`src/rtl/mux2_arbiter.sv`:
```
// Two-requester round-robin arbiter driving the select of a WIDTH-bit 2:1 mux array.
// Grants, select and output data are registered; ownership is bounded by MAX_HOLD.
module mux2_arbiter #(
  parameter int WIDTH    = 16,
  parameter int MAX_HOLD = 4
) (
  input  logic             clk,
  input  logic             rst,
  input  logic             req0,
  input  logic             req1,
  input  logic             done0,
  input  logic             done1,
  input  logic [WIDTH-1:0] in0,
  input  logic [WIDTH-1:0] in1,
  output logic             gnt0,
  output logic             gnt1,
  output logic             sel,
  output logic             out_valid,
  output logic [WIDTH-1:0] out_data
);

  typedef enum logic [1:0] {
    IDLE = 2'd0,
    OWN0 = 2'd1,
    OWN1 = 2'd2
  } state_t;

  localparam bit         PREEMPT   = (MAX_HOLD != 0);
  localparam logic [7:0] HOLD_LAST = (MAX_HOLD == 0) ? 8'd0 : 8'(MAX_HOLD - 1);

  state_t     r_state;
  logic [7:0] r_hold;
  logic       r_last;

  logic             w_own_req;
  logic             w_oth_req;
  logic             w_own_done;
  logic             w_release;
  logic             w_xfer;
  logic             w_pick0;
  logic [WIDTH-1:0] w_mux;

  assign w_own_req  = (r_state == OWN0) ? req0  : req1;
  assign w_oth_req  = (r_state == OWN0) ? req1  : req0;
  assign w_own_done = (r_state == OWN0) ? done0 : done1;

  // The owner lets go on done, on dropping its request, or when its hold budget runs out
  // while the other side is waiting.
  assign w_release = (r_state != IDLE) &&
                     (w_own_done || !w_own_req ||
                      (PREEMPT && (r_hold == HOLD_LAST) && w_oth_req));

  assign w_xfer  = (gnt0 & req0) | (gnt1 & req1);
  // r_last == 1 means requester 1 was served most recently, so requester 0 wins a tie.
  assign w_pick0 = req0 && (!req1 || r_last);
  assign w_mux   = sel ? in0 : in1;

  always_ff @(posedge clk or posedge rst) begin
    if (rst) begin
      r_state   <= IDLE;
      r_hold    <= 8'd0;
      r_last    <= 1'b1;
      gnt0      <= 1'b0;
      gnt1      <= 1'b0;
      sel       <= 1'b0;
      out_valid <= 1'b0;
      out_data  <= '0;
    end else begin
      out_valid <= w_xfer;
      if (w_xfer) begin
        out_data <= w_mux;
      end

      case (r_state)
        IDLE: begin
          if (req0 || req1) begin
            r_hold <= 8'd0;
            if (w_pick0) begin
              r_state <= OWN0;
              gnt0    <= 1'b1;
              sel     <= 1'b1;
            end else begin
              r_state <= OWN1;
              gnt1    <= 1'b1;
              sel     <= 1'b0;
            end
          end
        end

        OWN0: begin
          if (w_release) begin
            r_last <= 1'b0;
            gnt0   <= 1'b0;
            if (req1) begin
              r_state <= OWN1;
              r_hold  <= 8'd0;
              gnt1    <= 1'b1;
              sel     <= 1'b0;
            end else begin
              r_state <= IDLE;
            end
          end else if (r_hold != 8'hFF) begin
            r_hold <= r_hold + 8'd1;
          end
        end

        OWN1: begin
          if (w_release) begin
            r_last <= 1'b1;
            gnt1   <= 1'b0;
            if (req0) begin
              r_state <= OWN0;
              r_hold  <= 8'd0;
              gnt0    <= 1'b1;
              sel     <= 1'b1;
            end else begin
              r_state <= IDLE;
            end
          end else if (r_hold != 8'hFF) begin
            r_hold <= r_hold + 8'd1;
          end
        end

        default: begin
          r_state <= IDLE;
          gnt0    <= 1'b0;
          gnt1    <= 1'b0;
        end
      endcase
    end
  end

endmodule
```
`config.mk`:
```
export PLATFORM = sky130hd
export DESIGN_NAME = mux2_arbiter
export DESIGN_NICKNAME = d
export VERILOG_FILES = /design/src/rtl/mux2_arbiter.sv
export SDC_FILE = /design/constraint.sdc
export NUM_CORES = 1
export LEC_CHECK = 0
export ABC_CLOCK_PERIOD_IN_PS = 4230
export CAP_MARGIN = 20
export CORE_MARGIN = 2
export CORE_UTILIZATION = 49
export CTS_CLUSTER_SIZE = 30
export DETAILED_ROUTE_END_ITERATION = 12
export PLACE_DENSITY = 0.85
export SYNTH_ARGS = -nofsm -noshare
export SYNTH_HDL_FRONTEND = slang
export SYNTH_SLANG_ARGS = --single-unit
```
`constraint.sdc`:
```
create_clock -name clk -period 4.23 [get_ports clk]
set_input_delay 0.846 -clock clk [delete_from_list [all_inputs] [get_ports clk]]
set_output_delay 0.846 -clock clk [all_outputs]
set_load 0.01 [all_outputs]
```
# Word-level counts from Yosys, hierarchy flattened
# Cells that the tools add are included.
# Widths: inputs -> output; s select.
word_totals:
  wordCells: 80
  reg_bits: 31
  out_inout_bits: 20
  inputBits: 38
classes:
  bitwise: 3
  n_addsub: 1
  eq_ne: 13
  n_mux: 36
  reduce_logical: 19
op_table:
  columns: ["op", "count"]
  rows:
  - ["$mux 8", 6]
  - ["$pmux 8 s3", 1]
  - ["$mux 1", 18]
  - ["$mux 16", 1]
  - ["$ne 2x2->1 const B", 7]
  - ["$mux 2", 5]
  - ["$reduce_and 5->1", 2]
  - ["$pmux 1 s3", 3]
  - ["$add 8x1->8 const B", 1]
  - ["$eq 8x2->1 const B", 1]
  - ["$ne 8x8->1 const B", 1]
  - ["$ne 3x3->1 const B", 2]
  - ["$pmux 2 s3", 1]
  - ["$reduce_and 3->1", 2]
  - ["$reduce_and 6->1", 1]
  - ["$logic_or 1x1->1", 4]
  - ["$reduce_and 4->1", 1]
  - ["$reduce_bool 2->1", 2]
  - ["$logic_and 1x1->1", 3]
  - ["$reduce_bool 3->1", 1]
  - ["$and 1x1->1", 2]
  - ["$eq 2x1->1 const B", 1]
  - ["$eq 2x2->1 const B", 1]
  - ["$logic_not 1->1", 2]
  - ["other kinds (3)", 3]

# Depth between registers and ports, before layout
logic_depth:
  word_depth: 8
  depth_mapped: 8
  ltp_nobuf: 7

# Worst setup path before layout
# Ideal clock, no wire load.
synth_path:
  path_type: "input to register"
  startpoint: "input port req0"
  endpoint: "register r_hold[0]"
  slack_ps: 2115
  arrival_ps: 1990
  required_time_ps: 4105
  stages: 6
  setup_ps: 125
  path_buffers: 1
  path_cell_list: "buf_2 > mux2_2 > nand3_2 > a32o_2 > and4_1 > mux2_2"
synth_between:
  elab_chain_cells: 7
synth_rtl:
  columns: ["element", "line_no", "source"]
  rows:
  - ["start, declared", "9", "input logic req0,"]
  - ["$mux 1", "43", "assign w_own_req = (r_state == OWN0) ? req0 : req1;"]
  - ["$logic_not 1->1", "50", "(w_own_done || !w_own_req ||"]
  - ["$logic_or 1x1->1 (2 in a row)", "50", null]
  - ["$logic_and 1x1->1", "49", "assign w_release = (r_state != IDLE) &&"]
  - ["$ne 3x3->1 (no line) (tied with other cells)", null, null]
  - ["$reduce_and 4->1 (no line) / $pmux 8 s3 (equally long branches)", null, null]
  - ["end signal, assigned", "103", "r_hold <= r_hold + 8'd1;"]
  - ["end signal, assigned", "120", "r_hold <= r_hold + 8'd1;"]
  - ["end, declared", "32", "logic [7:0] r_hold;"]
# Parallel ways exist; a longest one is shown, timed or not.
# A chain may end at the register's enable or synchronous reset.

# Final worst setup path
layout_path:
  startpoint: "input port req1"
  endpoint: "register r_hold[0]"
layout_between:
  elab_chain_cells: 7
layout_rtl:
  columns: ["element", "line_no", "source"]
  rows:
  - ["start, declared", "10", "input logic req1,"]
  - ["$mux 1", "43", null]
  - ["$logic_not 1->1", "50", null]
  - ["$logic_or 1x1->1 (2 in a row)", "50", null]
  - ["$logic_and 1x1->1", "49", null]
  - ["$ne 3x3->1 (no line) (tied with other cells)", null, null]
  - ["$reduce_and 4->1 (no line) / $pmux 8 s3 (equally long branches)", null, null]
# Parallel ways exist; a longest one is shown, timed or not.

==> impl_metrics.sql <==
INSERT INTO impl_metrics (metric_group, metric, value, unit) VALUES
('worst_setup_path', 'critical_path.reg2reg.startpoint', 'r_state[0]$_DFFE_PP0P_', ''),
('sta', 'final_period_minus_worst_setup_slack', '2.465', 'ns'),
('floorplan', 'floorplan.initialDensity', '0.5209', ''),
('global_routing', 'grt_antenna_before_repair', '0', ''),
('sta', 'slew_of_the_pin_with_the_lowest_slew_margin', '0.4046', 'ns'),
('sta', 'final_layout_setup_total_negative_slack', '0', 'ns'),
('drt', 'drcViolationCount', '0', ''),
('sta', 'hold_viol_final', '0', ''),
('cells_and_area', 'layout.filler_cells', '242', ''),
('sta', 'final.hold.worst_slack', '0.4849', 'ns'),
('global_routing', 'globalRoute.totalOverflow', '0', ''),
('drt', 'ant_nets', '0', ''),
('clock_tree', 'tritoncts', 'done', ''),
('placed_design', 'hpwl', '2982', 'µm'),
('global_routing', 'grt_pass1_wl', '6541', 'µm'),
('global_routing', 'grt_pass1_vias', '1340', ''),
('power_and_ir_drop', 'p_int', '0.0009921', 'W'),
('global_routing', 'grtUsageTotal', '0.2082', ''),
('worst_setup_path', 'reg2reg_depth', '7', ''),
('worst_setup_path', 'path_class', 'primary input to register', ''),
('cells_and_area', 'layout-area-overhead-vs-synth', '38.55', '%'),
('synthesis', 'number_of_warnings_issued_by_yosys', '0', ''),
('hold_path', 'holdCritPathClass', 'register to register', ''),
('clock_tree', 'tritoncts_num_sinks', '31', ''),
('drt', 'wirelength', '3952', 'µm'),
('worst_setup_path', 'worst_setup_path_end_kind', 'register', ''),
('cells_and_area', 'multi_input_comb_area', '909.6', 'µm²'),
('clock_tree', 'cts.repair.resized', '0', ''),
('sta', 'timing.final.crit_share', '0.5826', ''),
('cells_and_area', 'num_antenna_cells', '0', ''),
('cells_and_area', 'final_nets', '282', ''),
('drt', 'number_of_vias_per_cell_after_detailed_routing', '5.323', ''),
('synthesis', 'post_synth.cell_area_avg', '9.700', 'µm²'),
('sta', 'fmaxAchievable', '405.8', 'MHz'),
('synthesis', 'synthDominantAreaCellType', 'sky130_fd_sc_hd__dfrtp_1', ''),
('power_and_ir_drop', 'p_comb_frac', '0.545', ''),
('cells_and_area', 'number_of_non_filler_instances_in_the_completed_layout', '285', ''),
('synthesis', 'post_synth_num_cell_types', '41', ''),
('power_and_ir_drop', 'p_per_area', '651.9', 'nW/µm²'),
('hold_path', 'hold-path-cell-count', '2', ''),
('synthesis', 'synthFlopType', 'sky130_fd_sc_hd__dfrtp_1', ''),
('status', 'status', 'completed', ''),
('synthesis', 'mappedNetlistNets', '226', ''),
('clock_tree', 'path_clk_slew', '0.10', 'ns'),
('synthesis', 'synth_enable_flop_cells', '0', ''),
('placed_design', 'area_of_placed_instances', '2360', 'µm²'),
('power_and_ir_drop', 'power.net_switching', '0.0006025', 'W'),
('synthesis', 'share_of_async_settable_or_async_resettable_flops_after_synthesis', '1.000', ''),
('floorplan', 'design.core.area', '3390', 'µm²'),
('synthesis', 'yosys_register_bits', '31', ''),
('synthesis', 'syn_area', '1765', 'µm²'),
('sta', 'grt_setup_unrepaired', 'no', ''),
('floorplan', 'design.portCount', '58', ''),
('cells_and_area', 'fraction_of_layout_instances_using_a_drive_strength_above_1', '0.1004', ''),
('global_routing', 'pin_count_of_the_biggest_net_entering_global_routing', '34', ''),
('worst_setup_path', 'cp_data_arrival_time', '2.68', 'ns'),
('sta', 'timing.final.setup_violations', '0', ''),
('drt', 'drtIter0Drc', '59', ''),
('hold_path', 'hold_path_startpoint', 'out_data[1]$_DFFE_PP0P_', ''),
('clock_tree', 'cts-buffers-inserted', '5', ''),
('floorplan', 'placementRows', '21', ''),
('floorplan', 'die-width', '64.03', 'µm'),
('power_and_ir_drop', 'leakage', '1.049', 'nW'),
('floorplan', 'die_height', '64.03', 'µm'),
('power_and_ir_drop', 'power.switching_fraction', '0.3778', ''),
('clock_tree', 'postCtsHoldBufs', '0', ''),
('clock_tree', 'number_of_setup_buffers_added_after_cts', '0', ''),
('synthesis', 'top_cells_by_area_synth', 'sky130_fd_sc_hd__dfrtp_1 43%, sky130_fd_sc_hd__mux2i_1 9.1%, sky130_fd_sc_hd__o21ai_0 5.4%', ''),
('run', 'drv_cap', '0', ''),
('clock_tree', 'cts_root_buffer', 'sky130_fd_sc_hd__clkbuf_4', ''),
('cells_and_area', 'register_area', '777.0', 'µm²');
==> through the flow <==
stage          power, W    util  setup WS [ns]
2_1_floorplan  0.001046       -          2.115
3_3_place_gp   0.001343  0.6962          1.471
3_5_place_dp   0.001370  0.6962          1.422
4_1_cts        0.001613  0.7217          1.783
5_1_grt        0.001720  0.7217          1.670
6_report       0.001595  0.7217          1.766
==> cells in the final DEF (no fill, tap or decap), types with 2 or more instances in the layout <==
master,instances
sky130_fd_sc_hd__a21o_1,3
sky130_fd_sc_hd__a21oi_1,13
sky130_fd_sc_hd__a22o_1,2
sky130_fd_sc_hd__a22oi_1,2
sky130_fd_sc_hd__a31oi_1,3
sky130_fd_sc_hd__a41oi_1,2
sky130_fd_sc_hd__and3_1,2
sky130_fd_sc_hd__and4_1,2
sky130_fd_sc_hd__buf_4,3
sky130_fd_sc_hd__clkbuf_4,5
sky130_fd_sc_hd__clkdlybuf4s50_1,57
sky130_fd_sc_hd__dfrtp_1,30
sky130_fd_sc_hd__ha_1,6
sky130_fd_sc_hd__inv_1,5
sky130_fd_sc_hd__mux2_2,3
sky130_fd_sc_hd__mux2i_1,16
sky130_fd_sc_hd__nand2_1,24
sky130_fd_sc_hd__nand2b_1,2
sky130_fd_sc_hd__nand3_1,11
sky130_fd_sc_hd__nor2_1,6
sky130_fd_sc_hd__nor3_1,2
sky130_fd_sc_hd__o21ai_0,19
==> cell usage after synthesis (5+ instances only) <==
cell type	instances
sky130_fd_sc_hd__a21oi_1	13
sky130_fd_sc_hd__clkbuf_1	6
sky130_fd_sc_hd__dfrtp_1	30
sky130_fd_sc_hd__ha_1	6
sky130_fd_sc_hd__inv_1	5
sky130_fd_sc_hd__mux2i_1	16
sky130_fd_sc_hd__nand2_1	24
sky130_fd_sc_hd__nand3_1	11
sky130_fd_sc_hd__nor2_1	6
sky130_fd_sc_hd__o21ai_0	19
==> how the worst max path moves through the flow <==
stage	slack (ns)	depth (start not counted)	startpoint	endpoint
finish	1.77	6	req1	r_hold[0]$_DFFE_PP0P_
global route	1.67	6	req1	r_hold[0]$_DFFE_PP0P_
CTS	1.78	6	req1	r_hold[0]$_DFFE_PP0P_
detailed placement	1.42	6	req1	r_hold[0]$_DFFE_PP0P_
global placement	1.47	6	req1	r_hold[0]$_DFFE_PP0P_
floorplan	2.12	6	req0	r_hold[0]$_DFFE_PP0P_
==> routing by layer <==
metal / wire, µm / vias to the layer above / track usage
met5: 0 / - / 0
met4: 41 / 0 / 0.07337
met3: 201 / 4 / 0.05282
met2: 2017 / 40 / 0.3346
met1: 1691 / 703 / 0.2716
li1: - / 770 / -
==> power by group through the flow <==
stage / Clock (W) / Sequential, W / Combinational [W]
after detailed placement: 0 / 0.000494 / 0.000876
after global placement: 0 / 0.000488 / 0.000855
after global routing: 0.000259 / 0.000501 / 0.000959
after CTS: 0.000247 / 0.000487 / 0.000879
after floorplan: 0 / 0.000531 / 0.000514
final: 0.000238 / 0.000487 / 0.000870
==> layout make-up <==
cell class              instances  area share
well taps                      46     0.02353
inverters                       6    0.009207
clock inverters                 2     0.01432
flip-flops and latches         31      0.3176
clock buffers                   6     0.02097
repair buffers                 60      0.2425
multi-input cells             134      0.3719
==> flip-flops by register name (all words and copies together), names as in the netlist <==
register	cells
out_data	16
r_hold	8
r_state	2
gnt0	1
gnt1	1
out_valid	1
r_last	1
sel	1
==> critical path, cell delays in order <==
cell and delay (ns):
sky130_fd_sc_hd__clkdlybuf4s50_1 0.60, sky130_fd_sc_hd__inv_2 0.10, sky130_fd_sc_hd__o31ai_4 0.33, sky130_fd_sc_hd__a32o_2 0.40, sky130_fd_sc_hd__o31ai_1 0.13, sky130_fd_sc_hd__mux2_2 0.27
==> cells by family (layout without fill, tap and decap cells) <==
| group | Yosys count | after routing | share of synthesized area |
|---|---|---|---|
| and+or+nand+nor | 56 | 56 | 0.1602 |
| AOI/OAI and AO/OA | 52 | 52 | 0.1942 |
| DFF | 31 | 31 | 0.4401 |
| muxes | 20 | 20 | 0.1183 |
| buffers and inverters | 17 | 74 | 0.04465 |
| adders and majority gates | 6 | 6 | 0.04252 |
Power figures use the tool's default switching activity.
